## src/rtl/wimax_pkg.sv

```systemverilog
// Shared constants and the write-side address mapping for the block deinterleaver.
package wimax_pkg;

  localparam int NCBPS_DEF = 192;
  localparam int NCPC_DEF  = 2;
  localparam int S_DEF     = NCPC_DEF / 2;
  localparam int D_DEF     = 16;

  // Index width for one block, and the width needed to hold d*(Ncbps-1).
  localparam int IDX_W  = $clog2(NCBPS_DEF);
  localparam int PROD_W = $clog2(D_DEF * (NCBPS_DEF - 1) + 1);

  typedef enum logic [1:0] {
    BANK_EMPTY   = 2'd0,
    BANK_FILLING = 2'd1,
    BANK_FULL    = 2'd2
  } bank_state_e;

  // Original-order address of the j-th received bit. Evaluated in 32-bit int,
  // which comfortably covers d*(Ncbps-1) for any practical block size.
  function automatic int calc_kj(input int j, input int ncbps, input int s_p, input int d_p);
    int m;
    m = s_p * (j / s_p) + ((j + (d_p * j) / ncbps) % s_p);
    return d_p * m - (ncbps - 1) * ((d_p * m) / ncbps);
  endfunction

endpackage

```

## src/rtl/deinterleaver_addr_gen.sv

```systemverilog
// Write-side counter: tracks the position j within the block and maps it to
// the original-order address kj where the received bit belongs.
module deinterleaver_addr_gen
  import wimax_pkg::*;
#(
  parameter int Ncbps = NCBPS_DEF,
  parameter int s     = S_DEF,
  parameter int d     = D_DEF,
  localparam int IW   = $clog2(Ncbps)
) (
  input  logic          clk,
  input  logic          resetN,
  input  logic          adv_i,
  output logic [IW-1:0] wr_addr_o,
  output logic          eob_o
);

  logic [IW-1:0] j_q, j_d;

  assign eob_o     = (j_q == IW'(Ncbps - 1));
  assign wr_addr_o = IW'(calc_kj(int'(j_q), Ncbps, s, d));

  // Advance on each accepted bit; wrap to 0 after the last bit of a block.
  always_comb begin
    j_d = j_q;
    if (adv_i) begin
      j_d = eob_o ? '0 : j_q + 1'b1;
    end
  end

  // Counter register with synchronous reset.
  always_ff @(posedge clk) begin
    if (resetN) j_q <= '0;
    else        j_q <= j_d;
  end

endmodule

```

## src/rtl/deinterleaver.sv

```systemverilog
// Ping-pong block deinterleaver: received bits are scattered into one bank at
// their original-order address while the other, completed bank is streamed
// out sequentially to the decoder.
module deinterleaver
  import wimax_pkg::*;
#(
  parameter int Ncbps = NCBPS_DEF,
  parameter int Ncpc  = NCPC_DEF,
  parameter int s     = Ncpc / 2,
  parameter int d     = D_DEF,
  localparam int IW   = $clog2(Ncbps)
) (
  input  logic          clk,
  input  logic          resetN,
  input  logic          valid_in,
  input  logic          data_in,
  output logic          ready_in,
  input  logic          ready_out,
  output logic          data_out,
  output logic [IW-1:0] data_out_index,
  output logic          valid_out
);

  logic [Ncbps-1:0] bank_q [2];
  bank_state_e      bank_st_q [2];
  bank_state_e      bank_st_d [2];
  logic             wr_ptr_q, wr_ptr_d;
  logic             rd_ptr_q, rd_ptr_d;
  logic [IW-1:0]    rd_cnt_q, rd_cnt_d;
  logic [IW-1:0]    wr_addr;
  logic             wr_eob;
  logic             wr_fire, rd_fire, rd_last;

  // Handshakes are forced low while reset is held so nothing moves.
  assign ready_in       = ~resetN & (bank_st_q[wr_ptr_q] != BANK_FULL);
  assign valid_out      = ~resetN & (bank_st_q[rd_ptr_q] == BANK_FULL);
  assign data_out       = valid_out & bank_q[rd_ptr_q][rd_cnt_q];
  assign data_out_index = resetN ? '0 : rd_cnt_q;

  assign wr_fire = valid_in & ready_in;
  assign rd_fire = valid_out & ready_out;
  assign rd_last = (rd_cnt_q == IW'(Ncbps - 1));

  deinterleaver_addr_gen #(
    .Ncbps (Ncbps),
    .s     (s),
    .d     (d)
  ) u_addr_gen (
    .clk       (clk),
    .resetN    (resetN),
    .adv_i     (wr_fire),
    .wr_addr_o (wr_addr),
    .eob_o     (wr_eob)
  );

  // Bank lifecycle and pointer/counter next state. A write and a read never
  // target the same bank: writes need a non-full bank, reads a full one.
  always_comb begin
    bank_st_d = bank_st_q;
    wr_ptr_d  = wr_ptr_q;
    rd_ptr_d  = rd_ptr_q;
    rd_cnt_d  = rd_cnt_q;
    if (wr_fire) begin
      if (wr_eob) begin
        bank_st_d[wr_ptr_q] = BANK_FULL;
        wr_ptr_d            = ~wr_ptr_q;
      end else begin
        bank_st_d[wr_ptr_q] = BANK_FILLING;
      end
    end
    if (rd_fire) begin
      if (rd_last) begin
        bank_st_d[rd_ptr_q] = BANK_EMPTY;
        rd_cnt_d            = '0;
        rd_ptr_d            = ~rd_ptr_q;
      end else begin
        rd_cnt_d = rd_cnt_q + 1'b1;
      end
    end
  end

  // Control state registers with synchronous reset.
  always_ff @(posedge clk) begin
    if (resetN) begin
      bank_st_q[0] <= BANK_EMPTY;
      bank_st_q[1] <= BANK_EMPTY;
      wr_ptr_q     <= 1'b0;
      rd_ptr_q     <= 1'b0;
      rd_cnt_q     <= '0;
    end else begin
      bank_st_q <= bank_st_d;
      wr_ptr_q  <= wr_ptr_d;
      rd_ptr_q  <= rd_ptr_d;
      rd_cnt_q  <= rd_cnt_d;
    end
  end

  // Bank storage; contents are not cleared by reset, the state flags guard them.
  always_ff @(posedge clk) begin
    if (wr_fire) bank_q[wr_ptr_q][wr_addr] <= data_in;
  end

endmodule

```

## config.mk

```make
export PLATFORM = sky130hd
export DESIGN_NAME = deinterleaver
export DESIGN_NICKNAME = d
export VERILOG_FILES = /design/src/rtl/wimax_pkg.sv /design/src/rtl/deinterleaver_addr_gen.sv /design/src/rtl/deinterleaver.sv
export SDC_FILE = /design/constraint.sdc
export NUM_CORES = 1
export LEC_CHECK = 0
export ABC_AREA = 1
export CAP_MARGIN = 30
export CORE_MARGIN = 2
export CORE_UTILIZATION = 63
export DETAILED_ROUTE_END_ITERATION = 8
export PLACE_DENSITY = 0.85
export SETUP_SLACK_MARGIN = 0.15
export SLEW_MARGIN = 20
export SYNTH_ARGS = -nofsm -noshare
export SYNTH_HDL_FRONTEND = slang
export SYNTH_SLANG_ARGS = --single-unit
```

## constraint.sdc

```tcl
create_clock -name clk -period 8.47 [get_ports clk]
set_input_delay 0.847 -clock clk [delete_from_list [all_inputs] [get_ports clk]]
set_output_delay 0.847 -clock clk [all_outputs]
set_load 0.02 [all_outputs]
```

# Yosys cells after proc, flatten, opt, wreduce, memory -nomap -nowiden

Memory sizes are Yosys's and may differ from the RTL's. A register that Yosys moved wholly into a read port is not among the register bits.
Cells that the tools add are included.

Bits in registers: 22
Bits in writable memories: 384
Output and inout bits: 11
Memories: 1

Memories:

| name   | words | width | read ports | clocked after memory_dff | wr ports | line                | text |
|---|---|---|---|---|---|---|---|
| bank_q | 2     | 192   | 1          | 1                        | 1        | deinterleaver.sv:24 | `logic [Ncbps-1:0] bank_q [2];` |

Add/subtract/negate cells: 3
Multiply operators: 1
Divide/modulo/power cells: 1
Order comparisons: 7
Equality and inequality tests: 4
Muxes and demuxes: 25
Bitwise operators: 18
Reductions and logical operators: 5

Operator list:

| kind                                                                   | count |
|---|---|
| 192-bit 2-to-1 mux                                                     | 1 |
| 13-bit by 9-bit divider with 32-bit output (second input constant)     | 1 |
| 9-bit by 32-bit multiplier with 8-bit output (first input constant)    | 1 |
| 8-bit 2-to-1 mux                                                       | 3 |
| 8-bit by 9-bit < comparator with 1-bit output (second input constant)  | 2 |
| 8-bit by 1-bit adder with 8-bit output (second input constant)         | 2 |
| 8-bit == test (second input constant)                                  | 2 |
| 2-bit 2-to-1 mux                                                       | 8 |
| 4-bit 2-to-1 mux                                                       | 4 |
| 1-bit binary-select mux with 8-bit select                              | 1 |
| 1-bit demux with 8-bit select                                          | 1 |
| 8-bit by 1-bit >= comparator with 1-bit output (second input constant) | 1 |
| 8-bit subtractor                                                       | 1 |
| 1-bit bitwise AND                                                      | 5 |
| 1-bit 2-to-1 mux                                                       | 5 |
| 2-bit bitwise AND                                                      | 2 |
| 4-bit bitwise AND                                                      | 1 |
| 2-bit demux with 1-bit select                                          | 2 |
| 2-bit >= comparator (second input constant)                            | 2 |
| 2-bit by 1-bit < comparator with 1-bit output (second input constant)  | 2 |
| 1-bit NOT with 2-bit output                                            | 2 |
| 2-bit NOT                                                              | 2 |
| 4-bit NOT                                                              | 1 |
| 2-bit OR                                                               | 2 |
| 5 further kinds                                                        | 10 |

# Logic depth before layout (Yosys ltp)

Gate-level depths: netlist of run 1.

Depth after elaboration: 12
Depth in mapped cells: 48

# Cells and area by module

Synthesis of run 1 repeated with hierarchy kept, for this count alone.

Cells, all modules: 2104
Area, all modules: 20134.3 um^2

Modules (own cells, without submodules):

| module                 | times used | cells each | area each (um^2) | seq. area each (um^2) |
|---|---|---|---|---|
| deinterleaver          | 1          | 1935       | 18815.5          | 11831.3 |
| deinterleaver_addr_gen | 1          | 169        | 1318.8           | 160.2 |

# Least setup slack after synthesis of run 1

Ideal clock, no wire load.

Path kind: register to register
From: reg u_addr_gen.j_q[0]
To: mem bank_q[0][78] (netlist name), enable pin
Data arrival time: 6.487 ns
Required time: 8.171 ns
Path slack: 1.684 ns
Cell stages (with the launch flop): 40
Buffers on the path: 2
Cell sequence: dfxtp_1 > inv_1 > ha_1 > nor2_8 > nand3_2 > nand2_1 > nand2_2 > nand3_4 > inv_4 > nand2_1 > nand2_1 > inv_2 > nand3_2 > nand2_4 > nand4_4 > nand2_2 > nand2_4 > nor2_8 > (+4 left out) > inv_1 > fa_1 > fa_1 > inv_1 > ha_1 > fa_1 > inv_1 > fa_1 > ha_1 > nand2_1 > nand2_1 > xnor2_1 > nand4_1 > nand2_4 > buf_4 > buf_4 > nand4_1 > nor2_1

Longest elaborated chain between the ends: 8
Elaborated cells between the ends (all ways): 9
Classes of those cells: add/sub: 1; mul: 1; div: 1; order compare: 2; mux: 3; reduce/logical: 1

Ends and longest elaborated chain:

| item                                                                                                                                  | line                         | text |
|---|---|---|
| start: declaration                                                                                                                    | deinterleaver_addr_gen.sv:18 | `logic [IW-1:0] j_q, j_d;` |
| start signal: assignment                                                                                                              | deinterleaver_addr_gen.sv:34 | `else j_q <= j_d;` |
| 13-bit by 9-bit divider with 32-bit output                                                                                            | wimax_pkg.sv:24              | `return d_p * m - (ncbps - 1) * ((d_p * m) / ncbps);` |
| 9-bit by 32-bit multiplier with 8-bit output                                                                                          | wimax_pkg.sv:24              |  |
| 8-bit subtractor (*)                                                                                                                  | wimax_pkg.sv:24              |  |
| 8-bit by 9-bit < comparator with 1-bit output (not written as such) or 8-bit by 1-bit >= comparator with 1-bit output (tied branches) | deinterleaver.sv:100         | `if (wr_fire) bank_q[wr_ptr_q][wr_addr] <= data_in;` |
| 1-bit logical AND (not written as such)                                                                                               | deinterleaver.sv:100         |  |
| 1-bit 2-to-1 mux (not written as such)                                                                                                | deinterleaver.sv:100         |  |
| 1-bit demux with 8-bit select (*)                                                                                                     | deinterleaver.sv:100         |  |
| 192-bit 2-to-1 mux (not written as such) (*)                                                                                          | deinterleaver.sv:100         |  |
| end: declaration                                                                                                                      | deinterleaver.sv:24          |  |

Every way passes the cells marked *; elsewhere a longest branch is shown, timed or not.

# Worst setup path in the final report of run 1

From: reg u_addr_gen.j_q[0]
To: mem bank_q[0][68] (netlist name), enable pin

The elaborated chain is that of the path after synthesis.

==> results of run 1 <==
==> synth_stat cells, types with 2 or more instances <==
| library cell | number | area (um^2) |
|---|---|---|
| nor2_2 | 2 | 12.51 |
| o21ai_0 | 214 | 1071 |
| clkbuf_1 | 131 | 491.7 |
| nand3_4 | 2 | 35.03 |
| nand3_1 | 64 | 320.3 |
| a21oi_1 | 19 | 95.09 |
| o22ai_1 | 29 | 181.4 |
| nand2_4 | 3 | 33.78 |
| nor2_8 | 3 | 60.06 |
| a21boi_0 | 5 | 37.54 |
| xor2_1 | 6 | 52.55 |
| buf_6 | 11 | 123.9 |
| clkbuf_8 | 3 | 41.29 |
| buf_12 | 5 | 100.1 |
| inv_1 | 63 | 236.5 |
| a32oi_1 | 2 | 17.52 |
| buf_1 | 10 | 37.54 |
| nand4_1 | 137 | 857.1 |
| a211oi_1 | 2 | 15.01 |
| nor4_1 | 3 | 18.77 |
| o311ai_0 | 6 | 52.55 |
| o211ai_1 | 7 | 52.55 |
| a31oi_1 | 5 | 31.28 |
| nor3_1 | 7 | 35.03 |
| xnor2_1 | 7 | 61.31 |
| edfxtp_1 | 384 | 11530 |
| nor2_1 | 658 | 2470 |
| dlygate4sd3_1 | 3 | 30.03 |
| o221ai_1 | 68 | 595.6 |
| ha_1 | 28 | 350.3 |
| dfxtp_1 | 23 | 460.4 |
| or2_2 | 2 | 12.51 |
| fa_1 | 10 | 200.2 |
| buf_4 | 21 | 157.7 |
| clkbuf_4 | 5 | 37.54 |
| nand2_2 | 10 | 62.56 |
| buf_2 | 6 | 30.03 |
| inv_2 | 6 | 22.52 |
| nand3_2 | 65 | 650.6 |
| clkinv_1 | 5 | 18.77 |
| nand2_1 | 92 | 345.3 |
| a221oi_1 | 2 | 17.52 |
==> state kept, by name, indices dropped and copies added (netlist names), named ones only <==
signal and cells:
bank_st_q 4, rd_cnt_q 8, bank_q 384, wr_ptr_q 1, rd_ptr_q 1, u_addr_gen.j_q 8
==> cell type report <==
cell class	count	area, um^2	area share, %
flip-flops and latches	407	12000	52.81
multi-input cells	1468	7896	34.74
clock buffers	54	1136	4.999
repair buffers	58	576.8	2.538
well taps	448	560.5	2.466
inverters	76	300.3	1.321
clock inverters	20	255.2	1.123
==> critical path: cells and delay by family, from the launching register on <==
| family | cells | cell delay (ps) |
|---|---|---|
| fa+ha+maj | 7 | 2260 |
| buf+inv | 8 | 1180 |
| xor+xnor | 1 | 200 |
| flops | 1 | 360 |
| simple gates | 27 | 3410 |
==> power by group through the flow <==
stage / clock network [mW] / logic, mW / registers [mW]
after CTS: 1.90 / 0.195 / 2.20
final: 1.89 / 0.203 / 2.20
after global placement: 0 / 0.191 / 2.24
after detailed placement: 0 / 0.195 / 2.24
after floorplan: 0 / 0.146 / 2.24
after global routing: 1.97 / 0.213 / 2.20
==> worst paths after layout <==
kind / slack (ps) / start / depth (start not counted) / to
max: 610 / u_addr_gen.j_q[0] / 43 / bank_q[0][68]
min: 490 / bank_st_q[0] / 2 / bank_st_q[0]
max reg2reg: 610 / u_addr_gen.j_q[0] / 43 / bank_q[0][68]
min reg2reg: 490 / bank_st_q[0] / 2 / bank_st_q[0]
==> metal layers <==
layer	share of wire, %	up-vias	track usage, %
met5	0	-	0
met3	12	196	5.347
met1	36	7940	39.09
li1	-	7466	-
met2	47	1157	50.09
met4	3.9	0	14.66
==> per-stage QoR <==
step | setup WS, ps | power [mW]
floorplan | 1684 | 2.391
detailed placement | 669.4 | 2.438
CTS | 660.1 | 4.292
global route | 92.53 | 4.379
finish | 607.6 | 4.296
global placement | 971.1 | 2.434
==> logic make-up after synthesis <==
logic type,count (synthesis)
xor+xnor,13
simple gates,1052
compound gates,365
buf+inv,272
fa+ha+maj,38
flops,407
==> out/metrics.yaml, run 1 <==
synth:
  synthXorXnorAreaFrac_pct: 0.5371
  ys.flop_type: "edfxtp_1"
  syn-num-nets: 2190
  synth_area_mm2: 0.02120
  synth-compound-area-share_pct: 10.43
  ys_types: 55
  ys_seq_elements: 407
  muxShareOfSynthArea_pct: 0
  synth_simple_gate_area_share_pct: 23.47
  syn_area_per_cell_um2: 9.874
  seq_area_frac_synth_pct: 56.56
  ys_warn_count: 0
  synth_cells: 2147
  synthAdderAreaFrac_pct: 2.597
  async_reset_ff_share_pct: 0
  synth-edff-count: 384
  synth_top_family_by_area: "simple AND/OR/NAND/NOR gates"
critical_path:
  worst_path_most_repeated_cell: "nand2_1"
  cp_max_fo: 128
  critPathMaxStageDelay_ps: 510
  critPathLaunchType: "flop"
  worst_path_max_delay_cell: "fa_1"
  crit_required_ps: 8720
  arrival_ps: 8110
  critPathKind: "flop to flop"
  end_kind: "flop"
power:
  cellLeakagePower_nw: 7.718
  vdd_ir_drop_max_v: 0.0002095
  internal-power_mw: 3.340
  power_frac_seq_pct: 51.2
  swShare_pct: 22.27
  p_sw_mw: 0.9567
  power_frac_comb_pct: 4.7
  power.share.clock_pct: 44.1
  cellPowerDensity_mw_per_mm2: 189.0
floorplanning:
  placementRows: 67
  initial_utilization_pct: 63.54
  die_w_um: 187.4
  core_mm2: 0.03336
  pin_count: 16
  die_height_um: 187.4
  dieArea_mm2: 0.03513
detailed_routing:
  vias: 16760
  drc_errors: 0
  drt-total-wl_um: 53730
  viasPerCell: 6.621
  ant_nets: 0
  routedWlPerCell_um: 21.23
  firstDrtPassIters: 6
  first_iter_violations: 2517
grt:
  first_global_vias: 16670
  grt_max_degree: 135
  grt_pass1_wl_um: 85310
  antenna_found_initial: 0
  grt_overflow: 0
  grtUsageTotal_pct: 30.31
final_layout:
  antenna_cells: 0
  final_cell_mix: "649 x nor2_1, 384 x edfxtp_1, 214 x o21ai_0, 137 x nand4_1, 91 x nand2_1"
  utilization_pct: 68.12
  final_cell_count_no_fill: 2531
  final_common_cell: "nor2_1"
  nFillCells: 2448
  final_area_mm2: 0.02273
  drive_gt1_share_pct: 10.75
  num-nets-final: 2096
  synthToLayoutAreaGrowth_pct: 7.200
sta:
  relSlewSlack_pct: 28.96
  fin_crit_ps: 7862
  skew_ps: 23.93
  tightestPinTransition_ps: 1064
  rsz0062_at_grt: "yes"
  tns_ps: 0
  holdWs_ps: 486.5
  maxSlewViolCount: 0
  setup_viol: 0
  fin_crit_sh_pct: 92.83
  max_freq_mhz: 127.2
  hold_viol_final: 0
placement:
  place_congestion: 0.8771
  dp_cells: 2453
  io_buffers: 15
  placed_area_mm2: 0.02127
  dpl.hpwl_um: 28480
clock_tree:
  clkLatencyLatePin_ps: 560
  cts_max_path_buffers: 3
  cts-root-buf: "clkbuf_16"
  numCtsBuffers: 42
  ctsResizeCount: 0
  cts_tree: "done"
  clk_pin_slew_ps: 60
  hold_buffers: 0
  cts.sinks: 407
  post-cts-setup-buffer-count: 0
  h-tree-depth: 2
worst_hold_path:
  hold_class: "flop to flop"
run:
  maxCapViolations: 0
status:
  status: "finished, final reports clean"
Note: power is estimated with default switching activity, not from simulation.
==> inputs of run 2 (changes only) <==
--- a/config.mk
+++ b/config.mk
@@ -8,9 +8,9 @@
 export ABC_AREA = 1
 export CAP_MARGIN = 30
 export CORE_MARGIN = 2
-export CORE_UTILIZATION = 63
+export CORE_UTILIZATION = 28
 export DETAILED_ROUTE_END_ITERATION = 8
-export PLACE_DENSITY = 0.85
+export PLACE_DENSITY = 0.47
 export SETUP_SLACK_MARGIN = 0.15
 export SLEW_MARGIN = 20
 export SYNTH_ARGS = -nofsm -noshare
==> out/metrics.yaml, run 2 (same netlist as run 1, synthesis figures left out) <==
placement:
  dp_cells: 2974
  dpl.hpwl_um: 34190
  place_congestion: 0.8141
  io_buffers: 15
  pre_cts_ws_ps: 632.5
final_layout:
  synthToLayoutAreaGrowth_pct: 11.20
  final_cell_count_no_fill: 3071
  final_common_cell: "nor2_1"
  num-nets-final: 2105
  utilization_pct: 31.56
  drive_gt1_share_pct: 11.33
  final_cell_mix: "643 x nor2_1, 384 x edfxtp_1, 214 x o21ai_0, 137 x nand4_1, 91 x nand2_1"
  regMostFlops: "bank_q"
  largest_reg_flops: 384
  reg_top3: "bank_q: 384 flops, rd_cnt_q: 8 flops, u_addr_gen.j_q: 8 flops"
sta:
  rsz0062_at_grt: "no"
  hold_viol_final: 0
  tightestPinTransition_ps: 985.6
  fin_crit_sh_pct: 91.11
  fin_crit_ps: 7717
  max_freq_mhz: 129.6
  maxSlewViolCount: 0
  relSlewSlack_pct: 34.22
  tns_ps: 0
  setup_viol: 0
  setup_ws_ps: 753.3
  skew_ps: 22.84
critical_path:
  worst_path_max_delay_cell: "buf_4"
  end_kind: "flop"
  crit_required_ps: 8760
  critPathKind: "flop to flop"
  critPathLaunchType: "flop"
  critPathMaxStageDelay_ps: 710
  cp_max_fo: 64
  arrival_ps: 8010
grt:
  grt_overflow: 0
  grtUsageTotal_pct: 16.47
  grt_max_degree: 196
  first_global_vias: 16380
  grt_pass1_wl_um: 99950
  antenna_found_initial: 0
detailed_routing:
  viasPerCell: 5.337
  routedWlPerCell_um: 21.34
  firstDrtPassIters: 5
  drt-total-wl_um: 65530
  first_iter_violations: 1476
  vias: 16390
  ant_nets: 0
  drc_errors: 0
floorplanning:
  core_mm2: 0.07470
  placementRows: 100
  dieArea_mm2: 0.07793
  die_height_um: 279.2
  initial_utilization_pct: 28.38
  die_w_um: 279.2
  pin_count: 16
clock_tree:
  cts_max_path_buffers: 3
  h-tree-depth: 2
  cts_tree: "done"
  ctsResizeCount: 0
  hold_buffers: 0
  cts-root-buf: "clkbuf_16"
  clk_pin_slew_ps: 60
  cts.sinks: 407
  numCtsBuffers: 48
  clkLatencyLatePin_ps: 590
  post-cts-setup-buffer-count: 0
power:
  vdd_ir_drop_max_v: 0.0001230
  cellPowerDensity_mw_per_mm2: 188.8
  cellLeakagePower_nw: 7.804
worst_hold_path:
  hold_class: "flop to flop"
status:
  status: "finished, final reports clean"
run:
  maxCapViolations: 0
==> run 2: layout make-up <==
class / instances / area [um^2]
antenna: 1 / 2.502
clock inverter: 24 / 210.2
inverter: 76 / 302.8
multi-input combinational: 1468 / 7911
clock buffer: 65 / 1306
fill: 7615 / 51120
sequential: 407 / 12000
timing repair buffer: 61 / 625.6
tap: 969 / 1212
==> run 2: power by group <==
| part | leakage (nW) | switching, mW | internal [mW] |
|---|---|---|---|
| combinational | 3.42 | 0.190 | 0.0383 |
| sequential | 3.64 | 0.000905 | 2.20 |
| clock | 0.741 | 0.847 | 1.17 |
==> run 2: critical path, delay by kind of cell (launching register included) <==
| family | cells | cell delay, ps |
|---|---|---|
| adders and majority gates | 7 | 2700 |
| and+or+nand+nor | 22 | 3220 |
| buffers and inverters | 6 | 1150 |
| DFF | 1 | 320 |
==> run 2: worst paths after layout <==
check | from | end | slack (ps) | cells past startpoint
worst max-delay path | u_addr_gen.j_q[0] | bank_q[0][35] | 750 | 35
worst max register to register | u_addr_gen.j_q[0] | bank_q[0][35] | 750 | 35
worst min-delay path | bank_st_q[0] | bank_st_q[0] | 480 | 2
worst min register to register | bank_st_q[0] | bank_st_q[0] | 480 | 2
==> run 2: layer usage <==
| metal | track usage (%) | part of all wire (%) | up-vias |
|---|---|---|---|
| met5 | 0 | 0 | - |
| met4 | 4.715 | 2.3 | 0 |
| met3 | 3.029 | 6.5 | 99 |
| met2 | 26.94 | 47 | 537 |
| met1 | 22.23 | 44 | 8264 |
| li1 | - | - | 7489 |
==> run 2: metrics by stage <==
step	total power [mW]	hold WS, ps	instance area, um^2
finish	4.451	478.5	23580
global route	4.577	533.2	23570
CTS	4.483	482.2	23460
detailed placement	2.459	474.1	21940
global placement	2.456	463.9	21890
floorplan	2.391	443.5	21200
==> inputs of run 3 (changes only) <==
--- a/config.mk
+++ b/config.mk
@@ -10,7 +10,8 @@
 export CORE_MARGIN = 2
 export CORE_UTILIZATION = 28
 export DETAILED_ROUTE_END_ITERATION = 8
-export PLACE_DENSITY = 0.47
+export DONT_BUFFER_PORTS = 1
+export PLACE_DENSITY = 0.46
 export SETUP_SLACK_MARGIN = 0.15
 export SLEW_MARGIN = 20
 export SYNTH_ARGS = -nofsm -noshare
==> out/metrics.yaml, run 3 (same netlist as run 1, synthesis figures left out) <==
sta:
  relSlewSlack_pct: 25.42
  setup_viol: 0
  maxSlewViolCount: 0
  rsz0062_at_grt: "no"
  skew_ps: 12.77
  holdWs_ps: 338.6
  max_freq_mhz: 129.7
  tightestPinTransition_ps: 1105
  setup_ws_ps: 759.2
  fin_crit_sh_pct: 91.04
  fin_crit_ps: 7711
  tns_ps: 0
  hold_viol_final: 0
final_layout:
  utilization_pct: 31.34
  final_common_cell: "nor2_1"
  final_cell_mix: "652 x nor2_1, 384 x edfxtp_1, 214 x o21ai_0, 137 x nand4_1, 91 x nand2_1"
  synthToLayoutAreaGrowth_pct: 10.41
  reg_top3: "bank_q: 384 flops, rd_cnt_q: 8 flops, u_addr_gen.j_q: 8 flops"
  num-nets-final: 2100
  regMostFlops: "bank_q"
  largest_reg_flops: 384
  seq_area_mm2: 0.01200
  nFillCells: 7620
  drive_gt1_share_pct: 10.89
  multi_input_area_mm2: 0.007923
grt:
  first_global_vias: 16420
  grt_overflow: 0
  antenna_found_initial: 1
  grt_max_degree: 385
  grt_pass1_wl_um: 98240
  grtUsageTotal_pct: 16.23
detailed_routing:
  viasPerCell: 5.303
  drt-total-wl_um: 64570
  ant_nets: 0
  first_iter_violations: 1577
  firstDrtPassIters: 5
  routedWlPerCell_um: 21.08
  drc_errors: 0
  vias: 16240
critical_path:
  path_buf_inv: 7
  critPathLaunchType: "flop"
  crit_family: "simple AND/OR/NAND/NOR gates"
  critPathMaxStageDelay_ps: 540
  critPathKind: "flop to flop"
  worstSetupStartpoint: "u_addr_gen.j_q[0]"
  cp_max_fo: 22
  reg2reg_from: "u_addr_gen.j_q[0]"
  crit_required_ps: 8750
  arrival_ps: 7990
  worst_path_max_delay_cell: "fa_1"
  end_kind: "flop"
floorplanning:
  initial_utilization_pct: 28.38
  dieArea_mm2: 0.07793
  die_w_um: 279.2
  placementRows: 100
  core_mm2: 0.07470
  die_height_um: 279.2
  pin_count: 16
clock_tree:
  clk_pin_slew_ps: 60
  cts_tree: "done"
  cts.sinks: 407
  clkLatencyLatePin_ps: 580
  numCtsBuffers: 47
  cts-root-buf: "clkbuf_16"
  cts_max_path_buffers: 3
  h-tree-depth: 2
power:
  cellPowerDensity_mw_per_mm2: 185.6
  power_frac_seq_pct: 50.7
  power.share.clock_pct: 44.6
  power_frac_comb_pct: 4.8
  internal-power_mw: 3.376
  vdd_ir_drop_max_v: 0.0001485
  swShare_pct: 22.30
  cellLeakagePower_nw: 7.753
  p_sw_mw: 0.9689
worst_hold_path:
  hold_class: "input pin to flop"
  worstHoldStart: "resetN"
placement:
  dpl.hpwl_um: 34780
  place_congestion: 0.7924
  io_buffers: 0
  pre_cts_ws_ps: 532.5
run:
  maxCapViolations: 0
status:
  status: "finished, final reports clean"
[run 3: cell types whose count changed in the layout (fill, tap and decap cells not counted), sizes merged, moves of 2 or more]
cell / previous run / this run
clkdlybuf4s50: 14 / 0
nand2: 105 / 107
buf: 43 / 52
inv: 74 / 71
clkinv: 22 / 16
clkbuf: 69 / 74
[run 3: stage by stage]
stage	power [mW]	cells	instance area, um^2
global route	4.469	3062	23400
detailed placement	2.435	2969	21880
CTS	4.369	3054	23310
floorplan	2.391	2147	21200
global placement	2.434	2967	21840
finish	4.345	3063	23410
[run 3: layer usage]
metal	track usage, %	routed length (um)	vias to the layer above
met5	0	0	-
met4	4.963	1625	0
met3	2.326	3987	95
met2	26.73	30040	501
met1	22.06	28920	8153
li1	-	-	7495
[run 3: repair_timing]
action / CTS / global route
hold buffers: 0 / 0
gates resized for setup: 0 / 4
endpoints found under the setup margin: 0 / 314
setup buffers: 0 / 4
endpoints found under the hold margin: 0 / 0
[run 3: final timing paths]
kind	cells past startpoint	slack, ps	end
worst min-delay path	1	340	u_addr_gen.j_q[6]
worst max register to register	37	760	bank_q[1][71]
worst max-delay path	37	760	bank_q[1][71]
worst min register to register	1	480	rd_cnt_q[7]
[run 3: power by group through the flow]
| stage | Combinational (mW) | Clock [mW] | Sequential [mW] |
|---|---|---|---|
| finish | 0.207 | 1.94 | 2.20 |
| global route | 0.220 | 2.05 | 2.20 |
| CTS | 0.193 | 1.98 | 2.20 |
| detailed placement | 0.193 | 0 | 2.24 |
| global placement | 0.191 | 0 | 2.24 |
| floorplan | 0.146 | 0 | 2.24 |
[run 3: cell type report]
cell class / count / share of cell area, %
sequential: 407 / 51.28
multi-input combinational: 1470 / 33.85
clock buffer: 72 / 5.650
tap: 969 / 5.180
timing repair buffer: 55 / 2.266
inverter: 76 / 1.299
clock inverter: 13 / 0.4650
antenna: 1 / 0.01069
